===== config.mk =====
export PLATFORM = sky130hd
export DESIGN_NAME = acl_poll_sched_flat
export DESIGN_NICKNAME = d
export VERILOG_FILES = /design/src/rtl/acl_poll_sched_if.sv /design/src/rtl/acl_poll_sched.sv /design/src/flat_wrapper.sv
export SDC_FILE = /design/constraint.sdc
export NUM_CORES = 1
export LEC_CHECK = 0
export ABC_CLOCK_PERIOD_IN_PS = 7200
export CORE_ASPECT_RATIO = 1.1
export CORE_UTILIZATION = 51
export DETAILED_ROUTE_END_ITERATION = 8
export PLACE_DENSITY = 0.71
export SETUP_SLACK_MARGIN = 0.2
export SYNTH_ARGS = -nofsm -noshare
export SYNTH_HDL_FRONTEND = slang
export SYNTH_SLANG_ARGS = --single-unit

===== constraint.sdc =====
create_clock -name clk_6M -period 7.2 [get_ports clk_6M]
set_input_delay 1.44 -clock clk_6M [delete_from_list [all_inputs] [get_ports clk_6M]]
set_output_delay 1.44 -clock clk_6M [all_outputs]
set_load 0.1 [all_outputs]

===== src/rtl/acl_poll_sched_if.sv =====
// rtl/acl_poll_sched_if.sv - scheduler control, response and command bundle
// master: the scheduler itself; slave: baseband/environment that drives slots and responses.
interface acl_poll_sched_if #(
  parameter int POLL_W = 16
);
  logic              regi_isMaster;
  logic              ms_tslot_p;
  logic              rx_done_p;
  logic [2:0]        dec_lt_addr;
  logic [7:0]        dec_arqn;
  logic [7:0]        dec_flow;
  logic [7:0]        regi_active_mask;
  logic [7:0]        regi_txdata_valid;
  logic [3:0]        regi_packet_type;
  logic [3:0]        regi_max_retry;
  logic [POLL_W-1:0] regi_tpoll;
  logic              sched_txcmd_p;
  logic [2:0]        sched_lt_addr;
  logic [3:0]        sched_pktype;
  logic              sched_retx;
  logic              txdata_done_p;
  logic              sched_flush_p;
  logic              sched_busy;

  modport master (
    input  regi_isMaster, ms_tslot_p, rx_done_p, dec_lt_addr, dec_arqn, dec_flow,
           regi_active_mask, regi_txdata_valid, regi_packet_type, regi_max_retry, regi_tpoll,
    output sched_txcmd_p, sched_lt_addr, sched_pktype, sched_retx,
           txdata_done_p, sched_flush_p, sched_busy
  );

  modport slave (
    output regi_isMaster, ms_tslot_p, rx_done_p, dec_lt_addr, dec_arqn, dec_flow,
           regi_active_mask, regi_txdata_valid, regi_packet_type, regi_max_retry, regi_tpoll,
    input  sched_txcmd_p, sched_lt_addr, sched_pktype, sched_retx,
           txdata_done_p, sched_flush_p, sched_busy
  );
endinterface


===== src/rtl/acl_poll_sched.sv =====
// rtl/acl_poll_sched.sv - master ACL TX scheduler: LT_ADDR arbitration, ARQ retry/flush, poll timers
// One command per master TX slot; the response slot (or its absence) settles ARQN/FLOW.
module acl_poll_sched #(
  parameter int POLL_W = 16
) (
  input logic              clk_6M,
  input logic              rst,
  acl_poll_sched_if.master bus
);
  typedef enum logic [1:0] {S_IDLE, S_ARB, S_ISSUE, S_WAIT} state_e;
  localparam logic [3:0] PKT_POLL = 4'h1;

  state_e            state_q, state_d;
  logic [2:0]        rr_ptr_q, rr_ptr_d;
  logic [7:0]        flow_go_q, flow_go_d;
  logic [3:0]        retry_cnt_q, retry_cnt_d;
  logic              retry_pend_q, retry_pend_d;
  logic [2:0]        retry_lt_q, retry_lt_d;
  logic              last_data_q, last_data_d;
  logic [POLL_W-1:0] poll_cnt_q [8];
  logic [POLL_W-1:0] poll_cnt_d [8];
  logic              txcmd_q, txcmd_d;
  logic [2:0]        lt_q, lt_d;
  logic [3:0]        pktype_q, pktype_d;
  logic              retx_q, retx_d;
  logic              done_q, done_d;
  logic              flush_q, flush_d;

  logic [7:0] active, poll_due, cand;
  logic       resp_match, timeout, nack, retry_hit, rr_hit, sel_data;
  logic [2:0] rr_sel, scan;
  logic [3:0] retry_inc;

  assign active     = bus.regi_active_mask & 8'hfe;
  assign resp_match = (state_q == S_WAIT) && bus.rx_done_p && (bus.dec_lt_addr == lt_q);
  assign timeout    = (state_q == S_WAIT) && bus.ms_tslot_p && !resp_match;
  assign nack       = timeout || !bus.dec_arqn[lt_q];
  assign retry_inc  = (retry_cnt_q == 4'hf) ? 4'hf : retry_cnt_q + 4'd1;
  assign retry_hit  = retry_pend_q && flow_go_q[retry_lt_q];
  assign sel_data   = bus.regi_txdata_valid[rr_sel] && flow_go_q[rr_sel];

  always_comb begin
    for (int i = 0; i < 8; i++) begin
      poll_due[i] = (bus.regi_tpoll != '0) && (poll_cnt_q[i] >= bus.regi_tpoll);
      cand[i]     = active[i] && ((bus.regi_txdata_valid[i] && flow_go_q[i]) || poll_due[i]);
    end
  end

  // Round-robin over LT_ADDR 1..7 starting just after the last RR pick.
  always_comb begin
    rr_hit = 1'b0;
    rr_sel = 3'd1;
    scan   = rr_ptr_q;
    for (int k = 0; k < 7; k++) begin
      scan = (scan == 3'd7) ? 3'd1 : scan + 3'd1;
      if (!rr_hit && cand[scan]) begin
        rr_hit = 1'b1;
        rr_sel = scan;
      end
    end
  end

  always_comb begin
    state_d      = state_q;
    rr_ptr_d     = rr_ptr_q;
    flow_go_d    = flow_go_q;
    retry_cnt_d  = retry_cnt_q;
    retry_pend_d = retry_pend_q;
    retry_lt_d   = retry_lt_q;
    last_data_d  = last_data_q;
    poll_cnt_d   = poll_cnt_q;
    txcmd_d      = 1'b0;
    lt_d         = lt_q;
    pktype_d     = pktype_q;
    retx_d       = retx_q;
    done_d       = 1'b0;
    flush_d      = 1'b0;

    if (!bus.regi_isMaster) begin
      state_d = S_IDLE;
    end else begin
      for (int i = 0; i < 8; i++) begin
        if (!active[i]) begin
          poll_cnt_d[i] = '0;
        end else if (bus.ms_tslot_p && (poll_cnt_q[i] != '1)) begin
          poll_cnt_d[i] = poll_cnt_q[i] + POLL_W'(1);
        end
      end

      if (resp_match) begin
        flow_go_d[lt_q]  = bus.dec_flow[lt_q];
        poll_cnt_d[lt_q] = '0;
      end else if (bus.rx_done_p) begin
        flow_go_d[bus.dec_lt_addr] = bus.dec_flow[bus.dec_lt_addr];
      end

      // A missing response counts as NAK; POLL outcomes never touch retry state.
      if ((resp_match || timeout) && last_data_q) begin
        if (!nack) begin
          done_d       = 1'b1;
          retry_cnt_d  = 4'd0;
          retry_pend_d = 1'b0;
        end else if ((bus.regi_max_retry != 4'd0) && (retry_inc == bus.regi_max_retry)) begin
          done_d       = 1'b1;
          flush_d      = 1'b1;
          retry_cnt_d  = 4'd0;
          retry_pend_d = 1'b0;
        end else begin
          retry_cnt_d  = retry_inc;
          retry_pend_d = 1'b1;
        end
      end

      case (state_q)
        S_IDLE: if (bus.ms_tslot_p) state_d = S_ARB;
        S_ARB: begin
          if (retry_hit) begin
            lt_d        = retry_lt_q;
            pktype_d    = bus.regi_packet_type;
            retx_d      = 1'b1;
            last_data_d = 1'b1;
            txcmd_d     = 1'b1;
            state_d     = S_ISSUE;
          end else if (rr_hit) begin
            lt_d        = rr_sel;
            rr_ptr_d    = rr_sel;
            pktype_d    = sel_data ? bus.regi_packet_type : PKT_POLL;
            retx_d      = 1'b0;
            last_data_d = sel_data;
            txcmd_d     = 1'b1;
            state_d     = S_ISSUE;
            if (sel_data) begin
              retry_lt_d   = rr_sel;
              retry_cnt_d  = 4'd0;
              retry_pend_d = 1'b0;
            end
          end else begin
            state_d = S_IDLE;
          end
        end
        S_ISSUE: state_d = S_WAIT;
        S_WAIT: begin
          if (bus.ms_tslot_p) state_d = S_ARB;
          else if (resp_match) state_d = S_IDLE;
        end
        default: state_d = S_IDLE;
      endcase
    end
  end

  always_ff @(posedge clk_6M) begin
    if (rst) begin
      state_q      <= S_IDLE;
      rr_ptr_q     <= 3'd7;
      flow_go_q    <= 8'hff;
      retry_cnt_q  <= 4'd0;
      retry_pend_q <= 1'b0;
      retry_lt_q   <= 3'd0;
      last_data_q  <= 1'b0;
      for (int i = 0; i < 8; i++) poll_cnt_q[i] <= '0;
      txcmd_q      <= 1'b0;
      lt_q         <= 3'd0;
      pktype_q     <= 4'd0;
      retx_q       <= 1'b0;
      done_q       <= 1'b0;
      flush_q      <= 1'b0;
    end else begin
      state_q      <= state_d;
      rr_ptr_q     <= rr_ptr_d;
      flow_go_q    <= flow_go_d;
      retry_cnt_q  <= retry_cnt_d;
      retry_pend_q <= retry_pend_d;
      retry_lt_q   <= retry_lt_d;
      last_data_q  <= last_data_d;
      poll_cnt_q   <= poll_cnt_d;
      txcmd_q      <= txcmd_d;
      lt_q         <= lt_d;
      pktype_q     <= pktype_d;
      retx_q       <= retx_d;
      done_q       <= done_d;
      flush_q      <= flush_d;
    end
  end

  assign bus.sched_txcmd_p = txcmd_q;
  assign bus.sched_lt_addr = lt_q;
  assign bus.sched_pktype  = pktype_q;
  assign bus.sched_retx    = retx_q;
  assign bus.txdata_done_p = done_q;
  assign bus.sched_flush_p = flush_q;
  assign bus.sched_busy    = (state_q != S_IDLE);
endmodule


===== src/flat_wrapper.sv =====
// flat-port wrapper written by rule: the top's interface ports become plain ports
module acl_poll_sched_flat 
#(
  parameter int POLL_W = 16
)
  (clk_6M, rst, bus_regi_isMaster, bus_ms_tslot_p, bus_rx_done_p, bus_dec_lt_addr, bus_dec_arqn, bus_dec_flow, bus_regi_active_mask, bus_regi_txdata_valid, bus_regi_packet_type, bus_regi_max_retry, bus_regi_tpoll, bus_sched_txcmd_p, bus_sched_lt_addr, bus_sched_pktype, bus_sched_retx, bus_txdata_done_p, bus_sched_flush_p, bus_sched_busy);
  acl_poll_sched_if #(.POLL_W(POLL_W)) bus_i ();
  input logic clk_6M;
  input logic rst;
  input wire logic [$bits(bus_i.regi_isMaster)-1:0] bus_regi_isMaster;
  input wire logic [$bits(bus_i.ms_tslot_p)-1:0] bus_ms_tslot_p;
  input wire logic [$bits(bus_i.rx_done_p)-1:0] bus_rx_done_p;
  input wire logic [$bits(bus_i.dec_lt_addr)-1:0] bus_dec_lt_addr;
  input wire logic [$bits(bus_i.dec_arqn)-1:0] bus_dec_arqn;
  input wire logic [$bits(bus_i.dec_flow)-1:0] bus_dec_flow;
  input wire logic [$bits(bus_i.regi_active_mask)-1:0] bus_regi_active_mask;
  input wire logic [$bits(bus_i.regi_txdata_valid)-1:0] bus_regi_txdata_valid;
  input wire logic [$bits(bus_i.regi_packet_type)-1:0] bus_regi_packet_type;
  input wire logic [$bits(bus_i.regi_max_retry)-1:0] bus_regi_max_retry;
  input wire logic [$bits(bus_i.regi_tpoll)-1:0] bus_regi_tpoll;
  output wire logic [$bits(bus_i.sched_txcmd_p)-1:0] bus_sched_txcmd_p;
  output wire logic [$bits(bus_i.sched_lt_addr)-1:0] bus_sched_lt_addr;
  output wire logic [$bits(bus_i.sched_pktype)-1:0] bus_sched_pktype;
  output wire logic [$bits(bus_i.sched_retx)-1:0] bus_sched_retx;
  output wire logic [$bits(bus_i.txdata_done_p)-1:0] bus_txdata_done_p;
  output wire logic [$bits(bus_i.sched_flush_p)-1:0] bus_sched_flush_p;
  output wire logic [$bits(bus_i.sched_busy)-1:0] bus_sched_busy;
  assign bus_i.regi_isMaster = bus_regi_isMaster;
  assign bus_i.ms_tslot_p = bus_ms_tslot_p;
  assign bus_i.rx_done_p = bus_rx_done_p;
  assign bus_i.dec_lt_addr = bus_dec_lt_addr;
  assign bus_i.dec_arqn = bus_dec_arqn;
  assign bus_i.dec_flow = bus_dec_flow;
  assign bus_i.regi_active_mask = bus_regi_active_mask;
  assign bus_i.regi_txdata_valid = bus_regi_txdata_valid;
  assign bus_i.regi_packet_type = bus_regi_packet_type;
  assign bus_i.regi_max_retry = bus_regi_max_retry;
  assign bus_i.regi_tpoll = bus_regi_tpoll;
  assign bus_sched_txcmd_p = bus_i.sched_txcmd_p;
  assign bus_sched_lt_addr = bus_i.sched_lt_addr;
  assign bus_sched_pktype = bus_i.sched_pktype;
  assign bus_sched_retx = bus_i.sched_retx;
  assign bus_txdata_done_p = bus_i.txdata_done_p;
  assign bus_sched_flush_p = bus_i.sched_flush_p;
  assign bus_sched_busy = bus_i.sched_busy;
  acl_poll_sched #(.POLL_W(POLL_W)) u_core (.clk_6M(clk_6M), .rst(rst), .bus(bus_i));
endmodule

==> results by stage, run 1 <==
Status:
- The run finished with clean final reports.

Flow run:
- The number of max-capacitance violations reported is 0.

Floorplan:
- The die outline area is 22100 sq um.
- The effective utilization at floorplan is 52.7%.
- The placeable core area is 20900 sq um.
- The height of the chip is 156 um.
- The horizontal extent of the die is between 100 and 150 um.
- The top-level I/O count is 76.
- The number of placement rows is 55.

Critical path:
- The beginning of the worst register-to-register path is u_core.rr_ptr_q[0].
- The arrival time reported for the critical path endpoint is 6.91 ns.
- In this design, the stage delay of the slowest critical-path cell is 0.43 ns.
- The startpoint of the worst setup timing path is u_core.rr_ptr_q[0].
- For the worst flop-to-flop path, the logic depth is 22.
- Traced cell by cell, the critical path runs through ha_1 > ha_1 > nor2b_1 > ha_1 > ha_1 > ha_1 > xnor2_2 > inv_1 > ha_1 > ha_1 > ha_1 > nor2_1 > a31oi_1 > o211ai_1 > o211ai_1 > and3_1 > nor4_1 > o22ai_2 > a211o_1 > o211ai_1 > and3_1 > o21ai_0.
- The startpoint class of the critical path is a flip-flop.
- The most numerous cell on the critical path is sky130_fd_sc_hd__ha_1.
- In this run the register-to-register setup slack is 0.61 ns.
- The cell at the slowest stage of the critical path is sky130_fd_sc_hd__nor4_1.
- The endpoint kind of the worst setup timing path is a flip-flop.
- The endpoint of the most critical register-to-register path is u_core.retry_cnt_q[2].
- Data on the critical path is required at its endpoint by 7.52 ns.
- The maximum fanout along the worst path is 8.
- In this run the worst setup path terminates at u_core.retry_cnt_q[2].
- The critical path is of the reg2reg type.

Routing:
- The sum of routed wire length over all layers is 32.6 mm.
- The number of vias after detailed routing is 10.8k.
- After detailed routing, the average wire length per cell comes to 18.5 um.
- The first routing iteration left roughly 700 violations.
- The pre-antenna-repair detailed-routing pass consisted of 5 iterations.
- The number of DRC violations after detailed routing is 0.
- After detailed routing, the number of vias per cell comes to 6.14.
- The remaining antenna violation count after routing is 0.

Synth:
- The post-synthesis net count is 1583.
- The Yosys step of the flow raised 0 warnings.
- By instance count, the leading cell after synthesis is sky130_fd_sc_hd__nor2_1.
- Of the synthesized area, sequential elements account for between 20% and 30%.
- sky130_fd_sc_hd__dfxtp_1 takes more of the synthesized area than any other cell.
- The share of synthesized registers carrying an async set or reset is 0%.
- The synthesis-stage register bit count is 145.
- Synthesis instantiated 98 different standard cells from the library.
- After synthesis the cells add up to 11000 sq um.
- The count of mapped cells out of synthesis is 1386.
- The share of synthesized area in the top cell type comes to 26.4%.
- The primary flip-flop cell chosen by synthesis mapping is sky130_fd_sc_hd__dfxtp_1.
- After synthesis, the mean cell area works out to 7.93 sq um.
- The number of flops mapped to enable cells by yosys is 0.
- In the synthesized netlist, the cells that appear most often are 171 x sky130_fd_sc_hd__nor2_1, 147 x sky130_fd_sc_hd__nand2_1, 145 x sky130_fd_sc_hd__dfxtp_1.
- In the post-synthesis netlist, the biggest area contributors are sky130_fd_sc_hd__dfxtp_1 26%, sky130_fd_sc_hd__ha_1 15%, sky130_fd_sc_hd__nor2_1 5.8%.

Clock tree:
- The total CTS buffers is 17.
- The clock drives 145 sinks.
- The number of post-CTS setup repair buffers is 0.
- TritonCTS built the clock tree.
- The number of buffers inserted for hold repair after clock tree synthesis is 0.
- The clock-pin slew of the registers on the worst-case setup and hold paths is 0.07 ns.
- The clock tree buffer depth is 2.
- The clock network latency to the later pin of the worst-skew pair is around 0.44 ns.
- Clock tree synthesis selected as its root buffer the cell sky130_fd_sc_hd__clkbuf_16.
- The total number of H-tree levels is 4.

STA:
- The number of max-slew violations in the final report is 0.
- The share of the clock period used by the worst path is 91.6%.
- Setup violations remaining at the end of the flow were counted as 0.
- Setup repair after global routing left no endpoint under its margin.
- The transition time of the tightest slew-check pin is ~1.1 ns.
- Summed over all failing endpoints, the final setup total negative slack is 0 ns.
- The maximum frequency from static timing analysis is about 150 MHz.
- The max-slew headroom at the worst pin is 26.5%.
- The setup skew after layout is 0.0111 ns.
- The shortest clock period the worst path allows after layout is 6.59 ns.
- The total count of hold-check failures in the final report was 0.

Power:
- Per report_power, the sequential group accounts for roughly 28% of the total.
- The internal portion of the total power is 1790 uW.
- Per report_power, the combinational group accounts for 42.6% of the total.
- Summed over all cells, the static leakage comes to 0.00500 uW.
- The power dissipated by switching net loads is 1190 uW.
- IR analysis of the VDD net gives a maximum drop of 173 uV.
- The completed layout was analyzed and its total power is a little under 3000 uW.
- The power per cell area is 236 nW/um^2.
- The part of the total power dissipated in the clock network is 29.4%.
- The switching share of power is 40.0%.

Global routing:
- The global route total overflow is 0.
- The number of antenna violations at the first check in global routing came to 0.
- The first global-routing pass estimated 51.1 mm of wire.
- Entering global routing, the biggest net connects 51 pins.
- The global-route usage over all layers is around 30%.
- The number of global-route vias before repair is about 9.9k.

Final layout:
- The number of inserted diodes is 0.
- In the final layout, the share of cells above drive strength 1 is 6.82%.
- The growth of design area from synthesis to finish is 15.2%.
- The final-stage net count is approximately 1.7k.

Placement:
- At the end of routability-driven placement, the weighted congestion stood at approximately 0.95.
- The detailed placement HPWL is 24.3 mm.
- The number of port buffers is 74.

Hold path:
- In this run the worst hold path is classified as reg2reg.
## power by group through the flow
stage	registers (uW)	clock network (uW)	logic, uW
3_3_place_gp	851	0	1210
4_1_cts	834	888	1230
3_5_place_dp	852	0	1220
2_1_floorplan	869	0	885
6_report	834	876	1270
5_1_grt	835	921	1370
## how the worst min path moves through the flow
stage,end,depth (start not counted),startpoint,slack [ns]
2_1_floorplan,u_core.flow_go_q[2],2,u_core.flow_go_q[2],0.45
3_3_place_gp,u_core.bus.sched_retx,2,u_core.bus.sched_retx,0.44
3_5_place_dp,u_core.bus.sched_retx,2,u_core.bus.sched_retx,0.45
4_1_cts,u_core.bus.sched_retx,2,u_core.bus.sched_retx,0.46
5_1_grt,u_core.bus.sched_retx,2,u_core.bus.sched_retx,0.49
6_report,u_core.bus.sched_retx,2,u_core.bus.sched_retx,0.46
## layout make-up
cell class	instances	area, sq um
clock buffer	17	425
clock inverter	15	149
fill	1902	8200
inverter	66	248
multi-input combinational	1139	7660
sequential	145	2900
tap	285	357
timing repair buffer	98	911
## cell usage in the layout (no fill, tap or decap), drive strengths merged, types with 6 or more instances in the layout
cell           synthesis  layout
ha                   133     133
mux2i                  6       6
or3                   26      26
nand2b                19      19
o21a                   9       9
nor4                  13      13
a22oi                  6       6
a221oi                 7       7
dfxtp                145     145
and3                  21      21
buf                    4      26
o31ai                  7       7
a32oi                  7       7
and2                  11      11
xnor2                 18      18
nor2b                 11      11
clkinv                 1       7
a21oi                100     100
inv                   65      71
o21ai                 82      82
nor3                  24      24
clkdlybuf4s50          1      72
a21o                   6       6
nand3                 56      56
a2111oi                6       6
nand2                147     147
nor2                 171     171
a311oi                16      16
a31oi                  8       8
o211ai                14      14
clkbuf                31      17
nand4                 51      51
o311ai                 9       9
and4                   6       6
a211oi                14      14
xor2                  60      60
## kinds of logic (layout without fill, tap and decap cells)
family | count (synthesis) | count (layout) | synth area share, %
simple gates | 570 | 570 | 25.1
compound gates | 346 | 346 | 21.5
flops | 145 | 145 | 26.4
fa+ha+maj | 133 | 133 | 15.1
buf+inv | 102 | 196 | 4.02
xor+xnor | 78 | 78 | 6.22
mux | 12 | 12 | 1.57
## registers in the layout, summed over array words and instances, names as in the netlist, named ones only
| register | flops |
|---|---|
| u_core.bus.sched_flush_p | 1 |
| u_core.bus.sched_lt_addr | 3 |
| u_core.bus.sched_pktype | 4 |
| u_core.bus.sched_retx | 1 |
| u_core.bus.sched_txcmd_p | 1 |
| u_core.bus.txdata_done_p | 1 |
| u_core.flow_go_q | 8 |
| u_core.last_data_q | 1 |
| u_core.poll_cnt_q | 112 |
| u_core.retry_cnt_q | 4 |
| u_core.retry_lt_q | 3 |
| u_core.retry_pend_q | 1 |
| u_core.rr_ptr_q | 3 |
| u_core.state_q | 1 |
## critical path: cells and delay by family, from the launching register on
kind	cells	cell delay (ns)
AND/OR/NAND/NOR	5	1.68
buffers and inverters	1	0.16
flip-flops	1	0.40
XOR/XNOR	1	0.31
adder cells (fa/ha/maj)	8	2.39
AO/OA/AOI/OAI	7	1.53
## stage by stage
stage / cells / area (sq um) / util, % / setup WS, ns / hold slack (ns)
finish: 1765 / 12700 / 60.7 / 0.606 / 0.457
global route: 1765 / 12700 / 60.7 / 0.244 / 0.489
CTS: 1765 / 12600 / 60.6 / 0.533 / 0.458
detailed placement: 1733 / 12100 / 57.9 / 0.347 / 0.449
global placement: 1733 / 12100 / 57.9 / 0.431 / 0.442
floorplan: 1386 / 11000 / - / 1.29 / 0.450
## repair_timing
item                                    4_1_cts  5_1_grt
gates resized for setup                       0        2
endpoints found under the setup margin        0       11
hold endpoints to repair                      0        0
## metal layers
layer	up-vias	wire length (um)	share of wire [%]	GRT usage [%]
li1	5287	-	-	-
met1	5071	14100	43	37.1
met2	392	15200	47	50.1
met3	79	2040	6.2	4.27
met4	0	1200	3.7	13.9
met5	-	0	0	0
(Power assumes the default switching activity.)
==> run 2, diff against run 1 <==
--- a/config.mk
+++ b/config.mk
@@ -9,7 +9,8 @@
 export CORE_ASPECT_RATIO = 1.1
 export CORE_UTILIZATION = 51
 export DETAILED_ROUTE_END_ITERATION = 8
-export PLACE_DENSITY = 0.71
+export DONT_BUFFER_PORTS = 1
+export PLACE_DENSITY = 0.66
 export SETUP_SLACK_MARGIN = 0.2
 export SYNTH_ARGS = -nofsm -noshare
 export SYNTH_HDL_FRONTEND = slang
==> results by stage, run 2 (synthesis gave the netlist of run 1 again) <==
Status:
- The flow ran to the end, and the final reports show no timing, DRC or antenna violations.

Critical path:
- Walking the worst path, the cells encountered are ha_1 > ha_1 > nor2b_1 > ha_1 > ha_1 > ha_1 > xnor2_1 > inv_1 > ha_1 > ha_1 > ha_1 > nor2_1 > a31oi_1 > o211ai_1 > o211ai_1 > o311ai_0 > nand3_1 > o22ai_2 > o31ai_1 > o211ai_1 > and3_1 > o21ai_0.
- The arrival time reported for the critical path endpoint is 6.82 ns.
- STA classifies the critical path startpoint as a flip-flop.
- The buffer and inverter count on the worst path is 1.
- The most numerous cell on the critical path is sky130_fd_sc_hd__ha_1.
- Measured in cells, the most critical reg-to-reg path has a length of 22.
- For the worst setup path, the data required time is roughly 7.5 ns.
- The endpoint kind of the worst setup timing path is a flip-flop.
- The largest individual stage delay along the critical path comes from the cell sky130_fd_sc_hd__ha_1.
- Broken down by cell family, the worst path's largest delay share belongs to adder cells.
- In this design, the stage delay of the slowest critical-path cell is 0.41 ns.
- The endpoint identified for the worst register-to-register timing path is u_core.retry_cnt_q[2].
- The beginning of the worst register-to-register path is u_core.rr_ptr_q[0].
- The critical path is of the reg2reg type.
- The setup check on the worst reg-to-reg path leaves a slack of 0.69 ns.
- The maximum fanout along the worst path is 8.

Placement:
- The number of port buffers is 0.
- Routability-driven placement finished with a final weighted congestion of 0.955.
- At the placement stage, the worst setup path has a slack of 0.629 ns.
- Detailed placement finished with a half-perimeter wire length of 24.7 mm.
- The post-placement cell area is ~11000 sq um.

Global routing:
- Global routing finished with a remaining overflow of 0.
- The first global-routing pass estimated approximately 52 mm of wire.
- Entering global routing, the biggest net connects 60 pins.
- The number of antenna violations at the first check in global routing is 0.
- The number of global-route vias before repair is 9652.
- Global routing consumed, over all layers together, 30.9% of the routing resources.

Final layout:
- The repair_antennas step left the layout with diodes totalling 0.
- After the last flow step, the layout net total stands at about 1.6k.
- The footprint of the flip-flops and latches is 2900 sq um.
- In the layout the commonest cells are 171 x sky130_fd_sc_hd__nor2_1, 147 x sky130_fd_sc_hd__nand2_1, 145 x sky130_fd_sc_hd__dfxtp_1, 133 x sky130_fd_sc_hd__ha_1, 98 x sky130_fd_sc_hd__a21oi_1.
- u_core.poll_cnt_q holds more flip-flops than any other register.
- The share of final-layout standard cells stronger than drive strength 1 is 6.45%.
- The combined area of the multi-input logic cells is 7660 sq um.
- After routing the design area is about 12000 sq um.
- The most common cell after layout, fill and taps aside is sky130_fd_sc_hd__nor2_1.
- Relative to the synthesized area, the layout overhead comes to 8.06%.
- The largest registers in the layout are u_core.poll_cnt_q x112, u_core.flow_go_q x8.
- The number of fillers in the final layout is around 2.0k.
- The number of flip-flops in the largest register is 112.

STA:
- Subtracting the final worst setup slack from the clock period gives between 6 and 7 ns.
- The maximum frequency from static timing analysis is approximately 150 MHz.
- The total negative slack for setup checks is 0 ns.
- The total count of hold-check failures in the final report is 0.
- The slack of the critical path is 0.688 ns.
- Setup repair after global routing could not meet its margin everywhere.
- Dividing the final minimum period by the clock period gives approximately nine tenths.
- Setup violations remaining at the end of the flow were counted as 0.
- For the final database, setup skew stands at between 0.01 and 0.015 ns.
- The transition time of the tightest slew-check pin is 1.07 ns.
- The number of max-slew violations in the final report came to 0.
- The max-slew headroom at the worst pin is between 20 and 30%.

Clock tree:
- The CTS root buffer is sky130_fd_sc_hd__clkbuf_16.
- For this design, the sink count on the clock tree is 145.
- The total CTS buffers is 17.
- Clock-pin slew was measured on the worst setup and hold paths at 0.07 ns.
- The CTS tree is done.
- The longest clock path from root to sink contains 2 buffers.
- The clock network latency to the later pin of the worst-skew pair is roughly 0.44 ns.
- The total number of H-tree levels is 4.
- In this run, post-CTS repair resized a total of 0 instances.
- The number of post-CTS setup repair buffers is 0.
- For this design, the CTS-stage hold fixing added 0 buffers.

Routing:
- The remaining antenna violation count after routing is 0.
- The sum of routed wire length over all layers is between 30 and 40 mm.
- The count of routing violations after the opening detailed-route iteration is 778.
- After detailed routing, the number of remaining DRC violations is 0.
- The per-cell via count in the routed design is between 6 and 7.
- The final route contains 10.6k vias.
- Before antenna repair, the detailed router went through 6 iterations.
- The routed length per placed instance is ~20 um.

Power:
- Dividing total power by cell area gives a power density of 249 nW/um^2.
- The maximum ir drop on the vdd rail is 192 uV.
- The analysis attributes to cell leakage a power of 0.00465 uW.

Hold path:
- The worst min-delay path category is reg2reg.
- The count of cells along the worst hold path is 2.
- The end of the worst hold path is u_core.last_data_q.
- The hold path startpoint is u_core.last_data_q.

Floorplan:
- The die is ~140 um wide.
- The floorplan step set the die height to ~160 um.
- The die covers around 22000 sq um.
- The effective utilization at floorplan is 52.7%.
- The number of placement rows is 55.
- The floorplan step defined a core boundary enclosing 20900 sq um.
- In this run the count of I/O pins placed on the die edge is 76.

Flow run:
- The tool flagged a number of max-cap violations equal to 0.
==> run 2: cell count changes in the layout (fill, tap and decap cells not counted), sizes merged <==
cell,change
clkinv,-6
clkinvlp,+4
bufinv,+1
inv,-1
buf,-11
clkdlybuf4s50,-72
clkbuf,+1
==> run 2: cell type report <==
cell class,instances,share of cell area (%)
timing repair buffer,15,0.948
clock inverter,13,1.28
inverter,66,2.09
multi-input combinational,1139,64.5
clock buffer,18,3.70
tap,285,3.00
sequential,145,24.4
==> run 2: worst min-delay path, stage by stage (launching register included) <==
cell and delay (ns):
sky130_fd_sc_hd__dfxtp_1 0.31, sky130_fd_sc_hd__nand2_1 0.05, sky130_fd_sc_hd__a31oi_1 0.08
==> run 2: where the power goes <==
| group | total, uW | switching [uW] | internal, uW |
|---|---|---|---|
| clock network | 919 | 395 | 524 |
| registers | 841 | 26.4 | 815 |
| logic | 1190 | 755 | 436 |
| total | 2950 | 1180 | 1770 |
==> run 2: how the worst max path moves through the flow <==
stage	from	endpoint	slack, ns	cells past startpoint
after floorplan	u_core.rr_ptr_q[0]	u_core.retry_lt_q[1]	1.29	23
after global placement	u_core.rr_ptr_q[0]	u_core.retry_cnt_q[2]	0.66	22
after detailed placement	u_core.rr_ptr_q[0]	u_core.retry_cnt_q[2]	0.63	22
after CTS	u_core.rr_ptr_q[0]	u_core.retry_cnt_q[2]	0.59	22
after global routing	u_core.rr_ptr_q[0]	u_core.retry_cnt_q[2]	0.18	22
final	u_core.rr_ptr_q[0]	u_core.retry_cnt_q[2]	0.69	22
==> run 2: through the flow <==
stage | utilization, % | hold WS (ns) | cells | power [uW]
final | 56.9 | 0.484 | 1681 | 2950
after detailed placement | 54.0 | 0.476 | 1650 | 2000
after global placement | 54.0 | 0.468 | 1650 | 2000
after global routing | 56.9 | 0.498 | 1681 | 3100
after floorplan | - | 0.450 | 1386 | 1750
after CTS | 56.9 | 0.484 | 1681 | 2910
==> run 2: routing by layer <==
metal  track usage (%)  wire [um]  vias up
met5                 0          0        -
met4              12.2       1080        0
met3              5.74       2420       75
met2              50.3      15400      382
met1              40.2      14900     5017
li1                  -          -     5116
==> edit, RTL diff (flow settings as in run 1) <==
`pktype_q` no longer has a reset.
--- a/src/rtl/acl_poll_sched.sv
+++ b/src/rtl/acl_poll_sched.sv
@@ -162,3 +162,2 @@
       lt_q         <= 3'd0;
-      pktype_q     <= 4'd0;
       retx_q       <= 1'b0;
@@ -177,3 +176,2 @@
       lt_q         <= lt_d;
-      pktype_q     <= pktype_d;
       retx_q       <= retx_d;
@@ -182,2 +180,6 @@
     end
+  end
+
+  always_ff @(posedge clk_6M) begin
+    pktype_q <= pktype_d;
   end
Check against the original RTL: differs if rst is asserted again (counterexample within 4 cycles, from zero or initial values and one cycle with rst high); with rst held inactive, the same outputs for 4 cycles.
==> edit against run 1 <==
- die area shrank 2.0%
- setup slack lost 0.076 ns
- sequential cell count is the same
- synthesized area shrank 2.0%
- total power grew 24%
- wire length shrank 6.6%
- sequential share of layout area grew 0.57 points
- cell area shrank 1.1%
==> edit: results (changes against run 1) <==
[final_layout]
n_fill_cell=1853  ; -2.6%
drive_above_1_share_pct=6.206  ; -0.62 points
fin_nets=1618  ; -2.8%

[clock_tree]
path_clk_slew_ns=0.06
cts_resized=0  ; unchanged
clockBufferDepth=2  ; unchanged
cts_htree_levels=4  ; unchanged
clock_latency_ns=0.43
cts_made_buffers=17  ; unchanged

[grt]
use_met1_pct=36.30  ; -0.76 points
met2_usage_pct=47.71  ; -2.3 points
grt_pass1_vias=9835  ; -0.71%
track_usage_pct=28.82  ; -0.79 points
grt_start_max_net_pins=50  ; -2.0%
grt_use_met3_pct=5.263  ; +1.0 points
antenna_found_initial=0  ; unchanged
grt_first_pass_wirelength_mm=49.29  ; -3.6%

[yosys]
synth.distinct_cells=84  ; -14%
synth.area.top_cells=dfxtp_1, ha_1, nor2_1
async_flop_share_pct=0  ; unchanged
synth_fp_nets=1539  ; -2.8%
synth-seq-area-share_pct=27.34  ; +0.92 points
synth_edf_count=4  ; +4
synth_common_cells=nor2_1, dfxtp_1, ha_1
avgSynthCellArea_sq_um=8.022  ; +1.2%

[placement]
io_buffer_count=74  ; unchanged
place_inst=1658  ; -4.3%
place.detailed.hpwl_mm=22.58  ; -7.2%
gp_congestion=0.9273  ; -1.9%

[sta]
finClkSkew_ns=0.009164  ; -0.001965 ns
slew_headroom_pct=18.34  ; -8.1 points

[critical_path]
cp.arrival_ns=6.96  ; +0.05 ns
crit_fanout=7  ; -1

[route]
wl_per_cell_microns=18.03  ; -2.5%
dr.pass1.iters=5  ; unchanged
drt-initial-drc-count=652  ; -5.5%
route.vias.total=10238  ; -5.5%
totalWireLength_mm=30.47  ; -6.6%

[power_and_ir_drop]
intPower_mw=2.182  ; +22%
irDropWorstVdd_v=0.0002180  ; +26%
p_leak_nw=5.004  ; about the same

[run_status]
outcome=finished, final reports clean

-- edit: changes by cell type after synthesis, sizes merged, moves of 9 or more --
| cell | delta |
|---|---|
| a21o | +9 |
| a21oi | -39 |
| a311oi | -12 |
| inv | -9 |
| nand2 | -25 |
| nand4 | -14 |
| nor2 | +15 |
| nor3 | +9 |
| nor3b | +13 |
| o21ai | -15 |
| or3 | -15 |
| xnor2 | +13 |
| xor2 | +14 |
-- edit: area by class of cell --
type | instances | area share (%)
flip-flops and latches | 145 | 23.51
repair buffers | 98 | 7.316
multi-input cells | 1103 | 59.87
inverters | 56 | 1.679
clock buffers | 19 | 3.708
clock inverters | 13 | 1.359
well taps | 256 | 2.559
-- edit: cell families after synthesis --
family	after synthesis	synth area share [%]
AO/OA/AOI/OAI	277	17.70
XOR/XNOR	105	8.543
adder cells (fa/ha/maj)	133	15.46
buffers and inverters	94	3.301
flip-flops	145	27.34
multiplexers	16	1.743
AND/OR/NAND/NOR	572	25.92
-- edit: through the flow --
stage	total power [mW]	worst slack (ns)	hold slack, ns	cell area, sq um
after floorplan	2.184	0.7522	0.4397	10770
after detailed placement	2.700	0.3270	0.4702	11860
after global routing	3.921	0.2238	0.5047	12520
final	3.708	0.5306	0.4780	12520
after global placement	2.678	0.3571	0.4577	11860
after CTS	3.656	0.3912	0.4790	12490
-- edit: routing by layer --
layer | share of wire [%] | vias up
met5 | 0 | -
met4 | 3.6 | 0
met3 | 5.5 | 76
met2 | 47 | 294
met1 | 44 | 4847
li1 | - | 5021
-- edit: path summary, 6_finish.rpt --
kind                               from                    end  slack, ns  cells after the start
setup / recovery     u_core.rr_ptr_q[0]   u_core.retry_lt_q[0]       0.53                     22
hold / removal    u_core.bus.sched_retx  u_core.bus.sched_retx       0.48                      2
setup reg to reg     u_core.rr_ptr_q[0]   u_core.retry_lt_q[0]       0.53                     22
hold reg to reg   u_core.bus.sched_retx  u_core.bus.sched_retx       0.48                      2
-- edit: power by group through the flow --
| stage | clock network [mW] | registers [mW] | logic [mW] |
|---|---|---|---|
| after floorplan | 0 | 0.925 | 1.26 |
| after global placement | 0 | 0.886 | 1.79 |
| after detailed placement | 0 | 0.886 | 1.81 |
| after CTS | 0.966 | 0.868 | 1.82 |
| after global routing | 0.999 | 0.872 | 2.05 |
| final | 0.953 | 0.869 | 1.89 |
-- edit: critical path, stage by stage (launching register included) --
cell	delay, ns
dfxtp_1	0.38
ha_1	0.23
ha_1	0.20
nand2b_1	0.20
ha_1	0.21
ha_1	0.40
ha_2	0.36
xnor2_2	0.21
inv_1	0.16
ha_1	0.40
ha_1	0.38
ha_1	0.38
or4b_2	0.68
o211ai_1	0.15
nand3_2	0.15
nand2_1	0.15
or3b_2	0.47
and3_1	0.20
or4_4	0.52
a32o_2	0.34
buf_4	0.17
a21oi_1	0.13
a311oi_1	0.06
